--- config.mk ---
export PLATFORM = sky130hd
export DESIGN_NAME = mesh_term_tx
export DESIGN_NICKNAME = d
export VERILOG_FILES = /design/src/rtl/mesh_term_tx.sv
export SDC_FILE = /design/constraint.sdc
export NUM_CORES = 1
export LEC_CHECK = 0
export ABC_AREA = 1
export CAP_MARGIN = 15
export CORE_AREA = 2 2 168 170
export DETAILED_ROUTE_END_ITERATION = 12
export DIE_AREA = 0 0 170 172
export GPL_TIMING_DRIVEN = 0
export PLACE_DENSITY_LB_ADDON = 0.2
export SLEW_MARGIN = 10
export SYNTH_ARGS = -nofsm -noshare
export SYNTH_HDL_FRONTEND = slang
export SYNTH_SLANG_ARGS = --single-unit
--- constraint.sdc ---
create_clock -name clk -period 3.2 [get_ports clk]
set_clock_uncertainty 0.05 [all_clocks]
set_input_delay 0.48 -clock clk [delete_from_list [all_inputs] [get_ports clk]]
set_output_delay 0.48 -clock clk [all_outputs]
set_load 0.03 [all_outputs]
--- src/rtl/mesh_term_tx.sv ---
// Terminal-side packet injector for one mesh edge port: validates the destination,
// assembles a packet, queues it and presents the queue head to the router.
module mesh_term_tx #(
    parameter int pckg_sz    = 40,
    parameter int fifo_depth = 4,
    parameter int ROWS       = 4,
    parameter int COLUMS     = 4,
    parameter int CNT_W      = 16
) (
    input  logic               clk,
    input  logic               reset,
    input  logic               wr_en,
    input  logic [3:0]         wr_row,
    input  logic [3:0]         wr_col,
    input  logic               wr_mode,
    input  logic [pckg_sz-18:0] wr_payload,
    output logic               full,
    output logic [pckg_sz-1:0] data_out_i_in,
    output logic               pndng_i_in,
    input  logic               popin,
    output logic               err_addr,
    output logic               ovf,
    output logic               udf,
    output logic [CNT_W-1:0]   tx_count
);

    localparam int PW = (fifo_depth > 1) ? $clog2(fifo_depth) : 1;
    localparam int CW = $clog2(fifo_depth) + 1;
    localparam logic [CW-1:0] DEPTH_C = CW'(fifo_depth);

    // Only edge terminals are reachable; corners and interior nodes are not.
    function automatic logic addr_legal(input logic [3:0] r, input logic [3:0] c);
        logic row_edge;
        logic col_edge;
        logic row_in;
        logic col_in;
        row_edge = (r == 4'd0) || (int'(r) == ROWS + 1);
        col_edge = (c == 4'd0) || (int'(c) == COLUMS + 1);
        row_in   = (r != 4'd0) && (int'(r) <= ROWS);
        col_in   = (c != 4'd0) && (int'(c) <= COLUMS);
        return (row_edge && col_in) || (col_edge && row_in);
    endfunction

    logic [pckg_sz-1:0] mem_q [fifo_depth];
    logic [pckg_sz-1:0] mem_d [fifo_depth];
    logic [PW-1:0]      wr_ptr_q, wr_ptr_d;
    logic [PW-1:0]      rd_ptr_q, rd_ptr_d;
    logic [CW-1:0]      count_q, count_d;
    logic               err_addr_q, err_addr_d;
    logic               ovf_q, ovf_d;
    logic               udf_q, udf_d;
    logic [CNT_W-1:0]   tx_count_q, tx_count_d;

    logic               legal;
    logic               wr_accept;
    logic               pop;
    logic [pckg_sz-1:0] pkt;

    always_comb begin
        full          = (count_q == DEPTH_C) && !popin;
        pndng_i_in    = (count_q != '0);
        data_out_i_in = pndng_i_in ? mem_q[rd_ptr_q] : '0;

        legal     = addr_legal(wr_row, wr_col);
        wr_accept = wr_en && legal && !full;
        pop       = popin && pndng_i_in;
        pkt       = {8'h00, wr_row, wr_col, wr_mode, wr_payload};

        mem_d = mem_q;
        if (wr_accept) begin
            mem_d[wr_ptr_q] = pkt;
        end

        wr_ptr_d = wr_accept ? wr_ptr_q + 1'b1 : wr_ptr_q;
        rd_ptr_d = pop ? rd_ptr_q + 1'b1 : rd_ptr_q;

        unique case ({wr_accept, pop})
            2'b10:   count_d = count_q + 1'b1;
            2'b01:   count_d = count_q - 1'b1;
            default: count_d = count_q;
        endcase

        // Address check wins over the full check, so a bad address never sets ovf.
        err_addr_d = wr_en && !legal;
        ovf_d      = ovf_q | (wr_en && legal && full);
        udf_d      = udf_q | (popin && !pndng_i_in);
        tx_count_d = pop ? tx_count_q + 1'b1 : tx_count_q;
    end

    always_ff @(posedge clk) begin
        mem_q <= mem_d;
        if (reset) begin
            wr_ptr_q   <= '0;
            rd_ptr_q   <= '0;
            count_q    <= '0;
            err_addr_q <= 1'b0;
            ovf_q      <= 1'b0;
            udf_q      <= 1'b0;
            tx_count_q <= '0;
        end else begin
            wr_ptr_q   <= wr_ptr_d;
            rd_ptr_q   <= rd_ptr_d;
            count_q    <= count_d;
            err_addr_q <= err_addr_d;
            ovf_q      <= ovf_d;
            udf_q      <= udf_d;
            tx_count_q <= tx_count_d;
        end
    end

    assign err_addr = err_addr_q;
    assign ovf      = ovf_q;
    assign udf      = udf_q;
    assign tx_count = tx_count_q;

endmodule

==> metrics.md, run 1 <==
| Metric | Value |
|---|---|
| Status | complete, no violations |
| # diodes | 0 |
| Total GRT Usage | around an eighth |
| P&R area growth vs syn | 32.18% |
| # port buffers | 87 |
| Clock-pin slew on the worst setup and hold paths | approximately 0.07 ns |
| Period utilisation layout | 97.00% |
| Placed Instance Area | 7925 µm² |
| CTS hold repair buffers | 0 |
| CP Data Arrival Time | 2.57 ns |
| Startpoint Class | register |
| # nets final | 767 |
| CTS tree | built |
| Die X | approximately 170 µm |
| Mean post-synth cell area | about 11 µm² |
| H-tree depth | 4 |
| Final HPWL DP | roughly 11 mm |
| Leakage | 3.203 nW |
| Post-layout instance area | 8542 µm² |
| Met3 Resource Use GR | under 10% |
| Met2 GRT Util | between 20% and 30% |
| CP required | 2.67 ns |
| Largest net degree at the start of global routing | 24 |
| Mapped cell area | roughly 6500 µm² |
| HP Class | primary input to register |
| First-pass iteration count of the detailed router | 4 |
| Setup bufs post-CTS | 0 |
| Ports | 97 |
| Post-layout minimum cycle time | 3.104 ns |
| DRT iter0 DRCs | 251 |
| Setup violators final | 0 |
| Final GP Congestion | between 0.7 and 0.8 |
| Vias/cell | around 4.1 |
| First-pass GRT wire length | between 20 and 30 mm |
| Crit. End Element | output pin |
| Number of fill cells in the layout | around 2.8k |
| Worst slew pin tran | just over 0.8 ns |
| Most frequent cells in the layout | 152 x nor2_1, 128 x edfxtp_1, 74 x clkdlybuf4s50_1 |
| Vias | roughly 4.5k |
| Longest Clk Path Bufs | 2 |
| DRT Wirelength | between 15 and 20 mm |
| Ys Warns | 0 |
| Met1 usage | between 10% and 20% |
| Initial antenna violation count | 1 |
| GR peak layer | met2 |
| Maximum clock frequency | 322.2 MHz |
| Max-cap violations | 0 |
| Gr ovfl total | 0 |
| Sequential cell area | about 4400 µm² |
| Commonest non-fill, non-tap cell in the layout | nor2_1 |
| Maximum fanout along the worst path | 10 |
| Top-area cell type share of the netlist area | approximately 59% |
| Post-Synthesis Cells | just over 600 |
| Area contributors post-synth | edfxtp_1 59%, nor2_1 9.1%, dfxtp_1 8.1% |
| Die area | 29,240 µm² |
| Area occupied by multi-input gates | ~1800 µm² |
| Yosys top cell by area | edfxtp_1 |
| Total core area | 27,480 µm² |
| Final count of pins violating max slew | 0 |
| Endpoints failing hold | 0 |
| Number of global-route vias before repair | 4,471 |
| Fraction of layout cells with a size suffix above 1 | about 11% |
| Clk root buf | clkbuf_16 |
| CTS Sinks | roughly 150 |
| Fin util | 31.09% |
| Synth cell types | 32 |
| Final ANT Viol Nets | 0 |
| CP Class | register to output pin |
| Clk_lat worst skew | slightly above 0.4 ns |
| CTS Buf Count | 17 |
| Flops & latches, synth | 154 |
| Initial Utilization | 23.52% |
| DRC Markers | 0 |
| Max_slew headroom | 46.27% |
| Pwr/cell area | about 530 nW/µm² |
| RSZ-0062 raised after global routing | true |
| Sequential area share after synthesis | 67.53% |
| Row count | 61 |
| Max VDD drop | approximately 0.00024 V |
| Avg WL per Cell | between 15 and 20 µm |
| Die height | approximately 170 µm |
==> repair_timing <==
action / 4_1_cts / 5_1_grt
hold endpoints to repair: 0 / 0
endpoints found under the setup margin: 9 / 23
gates resized for setup: 4 / 23
==> Yosys cell counts <==
cell and number:
nor2_2 3, edfxtp_1 128, buf_1 1, buf_2 12, nand4_1 4, dfxtp_1 26, o21ai_1 2, clkinv_1 1
conb_1 1, fa_1 1, clkbuf_1 13, inv_2 1, a2bb2oi_1 1, buf_4 9, a21oi_1 49, nand2_1 44
nand2_2 4, nor3_2 1, a31oi_1 1, nand3_1 10, o21ai_0 73, xor2_1 1, nor3_1 9, nor2_1 156
nor3_4 1, nand2_4 2, nor2_4 2, inv_1 42, inv_4 1, ha_1 6, o21a_1 1, nand3_2 1
==> path summary, 6_finish.rpt <==
kind | end | startpoint | depth (start not counted) | slack (ns)
setup / recovery | data_out_i_in[14] | rd_ptr_q[0] | 7 | 0.1
hold reg to reg | ovf | ovf | 2 | 0.41
hold / removal | tx_count[14] | reset | 2 | 0.31
setup reg to reg | count_q[2] | count_q[1] | 10 | 0.95
==> routing by layer <==
| layer | wire, µm | share of wire [%] |
|---|---|---|
| met1 | 7381 | 44 |
| met2 | 8249 | 50 |
| met3 | 867 | 5.2 |
| met5 | 16 | 0.096 |
| met4 | 102 | 0.61 |
==> power breakdown <==
group          internal, mW  switching (mW)
Clock                  1.16           0.822
Combinational         0.136           0.237
Sequential             2.18         0.00668
Total                  3.48            1.07
==> flip-flops by register name (all words and copies together) (netlist names) <==
register	flops
err_addr	1
wr_ptr_q	2
mem_q	128
tx_count	16
udf	1
ovf	1
count_q	3
rd_ptr_q	2
==> critical path, cell delays in order, from the launching register on <==
cell	delay, ns
dfxtp_1	0.38
buf_2	0.25
buf_2	0.30
nor2_1	0.08
nor2_1	0.08
o21ai_0	0.09
a21oi_1	0.26
clkdlybuf4s50_1	0.72
==> through the flow <==
step	setup TNS, ns	hold slack [ns]	cells	power, mW	setup WS (ns)
floorplan	0	0.4270	614	2.428	0.2862
global placement	-221.46	0.3891	1047	2.609	-1.837
detailed placement	-0.9300	0.3976	1051	2.613	-0.07277
CTS	0	0.2990	1082	4.598	0.002358
global route	-0.04614	0.3198	1082	4.720	-0.02031
finish	0	0.3109	1082	4.541	0.09607
==> cells by family (layout without fill, tap and decap cells) <==
family,after synthesis,in the layout,share of synthesized area [%]
fa+ha+maj,7,7,1.471
other cells,1,8,0.05803
buf+inv,80,202,5.440
compound gates,127,127,9.952
flops,154,154,67.53
xor+xnor,1,1,0.1356
simple gates,237,237,15.41
==> final cells by class <==
class,instances,share of cell area (%)
sequential,154,51.09
clock buffer,19,5.068
clock inverter,12,1.641
tap,346,5.068
inverter,45,2.007
multi-input combinational,380,21.11
buffer,35,2.241
timing repair buffer,91,11.78
Note: power is estimated with default switching activity, not from simulation.
==> inputs of run 2 (changes only) <==
--- a/config.mk
+++ b/config.mk
@@ -11,7 +11,9 @@
 export DETAILED_ROUTE_END_ITERATION = 12
 export DIE_AREA = 0 0 170 172
 export GPL_TIMING_DRIVEN = 0
+export MAX_ROUTING_LAYER = met4
 export PLACE_DENSITY_LB_ADDON = 0.2
+export SKIP_CTS_REPAIR_TIMING = 1
 export SLEW_MARGIN = 10
 export SYNTH_ARGS = -nofsm -noshare
 export SYNTH_HDL_FRONTEND = slang
==> run 2 against run 1 <==
First-iteration DRC count is 11% higher; core utilization about the same; via count about the same; count of clock-buffer cells in the layout unchanged; sequential share of layout area about the same; largest cell class unchanged.
==> metrics.md, run 2 (same netlist as run 1, synthesis figures left out) <==
| Metric | Value |
|---|---|
| CP startpoint | rd_ptr_q[0] |
| CTS tree | built |
| Max_slew headroom | between 40% and 50% |
| CP Data Arrival Time | ~2.5 ns |
| Worst setup path endpoint | data_out_i_in[16] |
| Status | complete, no violations |
| CP required | approximately 2.7 ns |
| Crit. path cell count | 7 |
| Largest net degree at the start of global routing | 24 |
| Initial antenna violation count | 1 |
| Fraction of layout cells with a size suffix above 1 | between 10% and 20% |
| Post-layout minimum cycle time | just over 3 ns |
| CTS Buf Count | 17 |
| P&R area growth vs syn | 32.24% |
| Gr ovfl total | 0 |
| Maximum clock frequency | around 330 MHz |
| # port buffers | 87 |
| Total core area | 27,480 µm² |
| Commonest non-fill, non-tap cell in the layout | nor2_1 |
| Ports | between 90 and 100 |
| Critical path's slowest cell | clkdlybuf4s50_1 |
| Die area | between 20,000 and 30,000 µm² |
| TNS Setup | 0 ns |
| Vias/cell | between 4 and 5 |
| Die X | ~170 µm |
| Hold Slack | about 0.31 ns |
| Vias | roughly 4.5k |
| Final count of pins violating max slew | 0 |
| Largest Register | mem_q |
| RR Startpoint | count_q[1] |
| Max reg flops | between 100 and 150 |
| CTS Sinks | between 150 and 200 |
| Die height | 172 µm |
| Top Family by Delay on Critical Path | buffers and inverters |
| Leakage | between 3 and 4 nW |
| DRT iter0 DRCs | 278 |
| Clk_lat worst skew | 0.42 ns |
| DRC Markers | 0 |
| Period utilisation layout | between 90% and 100% |
| Cell Chain, Critical Path | buf_2 > buf_2 > nor2_1 > nor2_1 > o21ai_0 > a21oi_1 > clkdlybuf4s50_1 |
| Max layer used | met4 |
| Max-cap violations | 0 |
| Avg WL per Cell | ~15 µm |
| R2R depth | 10 |
| Crit-path max cell delay | between 0.7 and 0.8 ns |
| RSZ-0062 raised after global routing | true |
| Maximum fanout along the worst path | 10 |
| CP Class | register to output pin |
| Met3 wire len | between 700 and 800 µm |
| # nets final | between 700 and 800 |
| First-pass GRT wire length | approximately 25 mm |
| DRT Wirelength | 16.60 mm |
| Clk root buf | clkbuf_16 |
| Max VDD drop | 0.0002347 V |
| Endpoints failing hold | 0 |
| Total GRT Usage | between 10 and 15% |
| Clock-pin slew on the worst setup and hold paths | 0.06 ns |
| First-pass iteration count of the detailed router | 4 |
| Number of global-route vias before repair | 4,473 |
| Critical path buffer and inverter count | 3 |
| Setup WS pre-CTS | -0.07277 ns |
| Number of fill cells in the layout | between 2k and 3k |
| Sequential cell area | around 4400 µm² |
| Longest Clk Path Bufs | 2 |
| Final HPWL DP | between 10 and 15 mm |
| Most frequent cells in the layout | 152 x nor2_1, 128 x edfxtp_1, 74 x clkdlybuf4s50_1 |
| M1 wire length | roughly 7.5 mm |
| Final ANT Viol Nets | 0 |
| H-tree depth | 4 |
| DR WL met2 | ~8.3 mm |
| Reg2reg end | count_q[2] |
| Worst slew pin tran | roughly 0.80 ns |
| Setup violators final | 0 |
| Pwr/cell area | ~530 nW/µm² |
| Pwr Total | 4.542 mW |
| Post-route setup slack | 0.1455 ns |
| Final GP Congestion | around 0.75 |
| HP Class | primary input to register |
| Startpoint Class | register |
| Initial Utilization | 23.52% |
| Area occupied by multi-input gates | between 1500 and 2000 µm² |
| Flop2flop setup slack | 0.95 ns |
| Row count | ~60 |
| Crit. End Element | output pin |
==> run 2: changes by cell type in the layout (fill, tap and decap cells not counted) <==
| cell | change |
|---|---|
| clkbuf_2 | +1 |
| clkbuf_1 | -1 |
| diode_2 | +1 |
==> run 2: layout make-up <==
class,count,area share (%)
Timing Repair Buffer,91,11.77
Sequential cell,154,51.07
Inverter,45,2.006
Multi-Input combinational cell,380,21.10
Clock buffer,19,5.066
Tap cell,346,5.066
Clock inverter,12,1.640
Buffer,35,2.255
Antenna cell,1,0.02928
==> run 2: stage by stage <==
step                      cells  util [%]  area [µm²]
after floorplan             614         -        6489
after global placement     1047     28.36        7792
after detailed placement   1051     28.84        7925
after CTS                  1082     30.93        8498
after global routing       1083     31.10        8546
final                      1083     31.10        8546
==> run 2: worst min-delay path by stage <==
stage               startpoint      endpoint  depth (start not counted)
finish                   reset  tx_count[14]                          2
global route             reset  tx_count[13]                          2
CTS                      reset  tx_count[14]                          2
detailed placement         ovf           ovf                          2
global placement           ovf           ovf                          2
floorplan           count_q[2]    count_q[2]                          2
==> run 2: per-layer routing <==
layer  track usage (%)  vias to the layer above
met1             14.33                     2113
met2             20.73                       84
li1                  -                     2286
met3             3.410                        7
met5                 -                        -
met4             3.196                        0
==> run 2: worst register-to-register path, cell delays in order (launching register included) <==
cell	delay, ns
dfxtp_1	0.32
nor2_1	0.15
nand3_1	0.20
nand3_2	0.29
ha_1	0.19
inv_1	0.07
fa_1	0.39
a21oi_1	0.15
o21ai_0	0.12
o21ai_0	0.16
a21oi_1	0.05
==> run 2: where the power goes <==
group          internal, mW  switching (mW)
clock network          1.16           0.821
logic                 0.136           0.238
registers              2.18         0.00667
total                  3.48            1.07
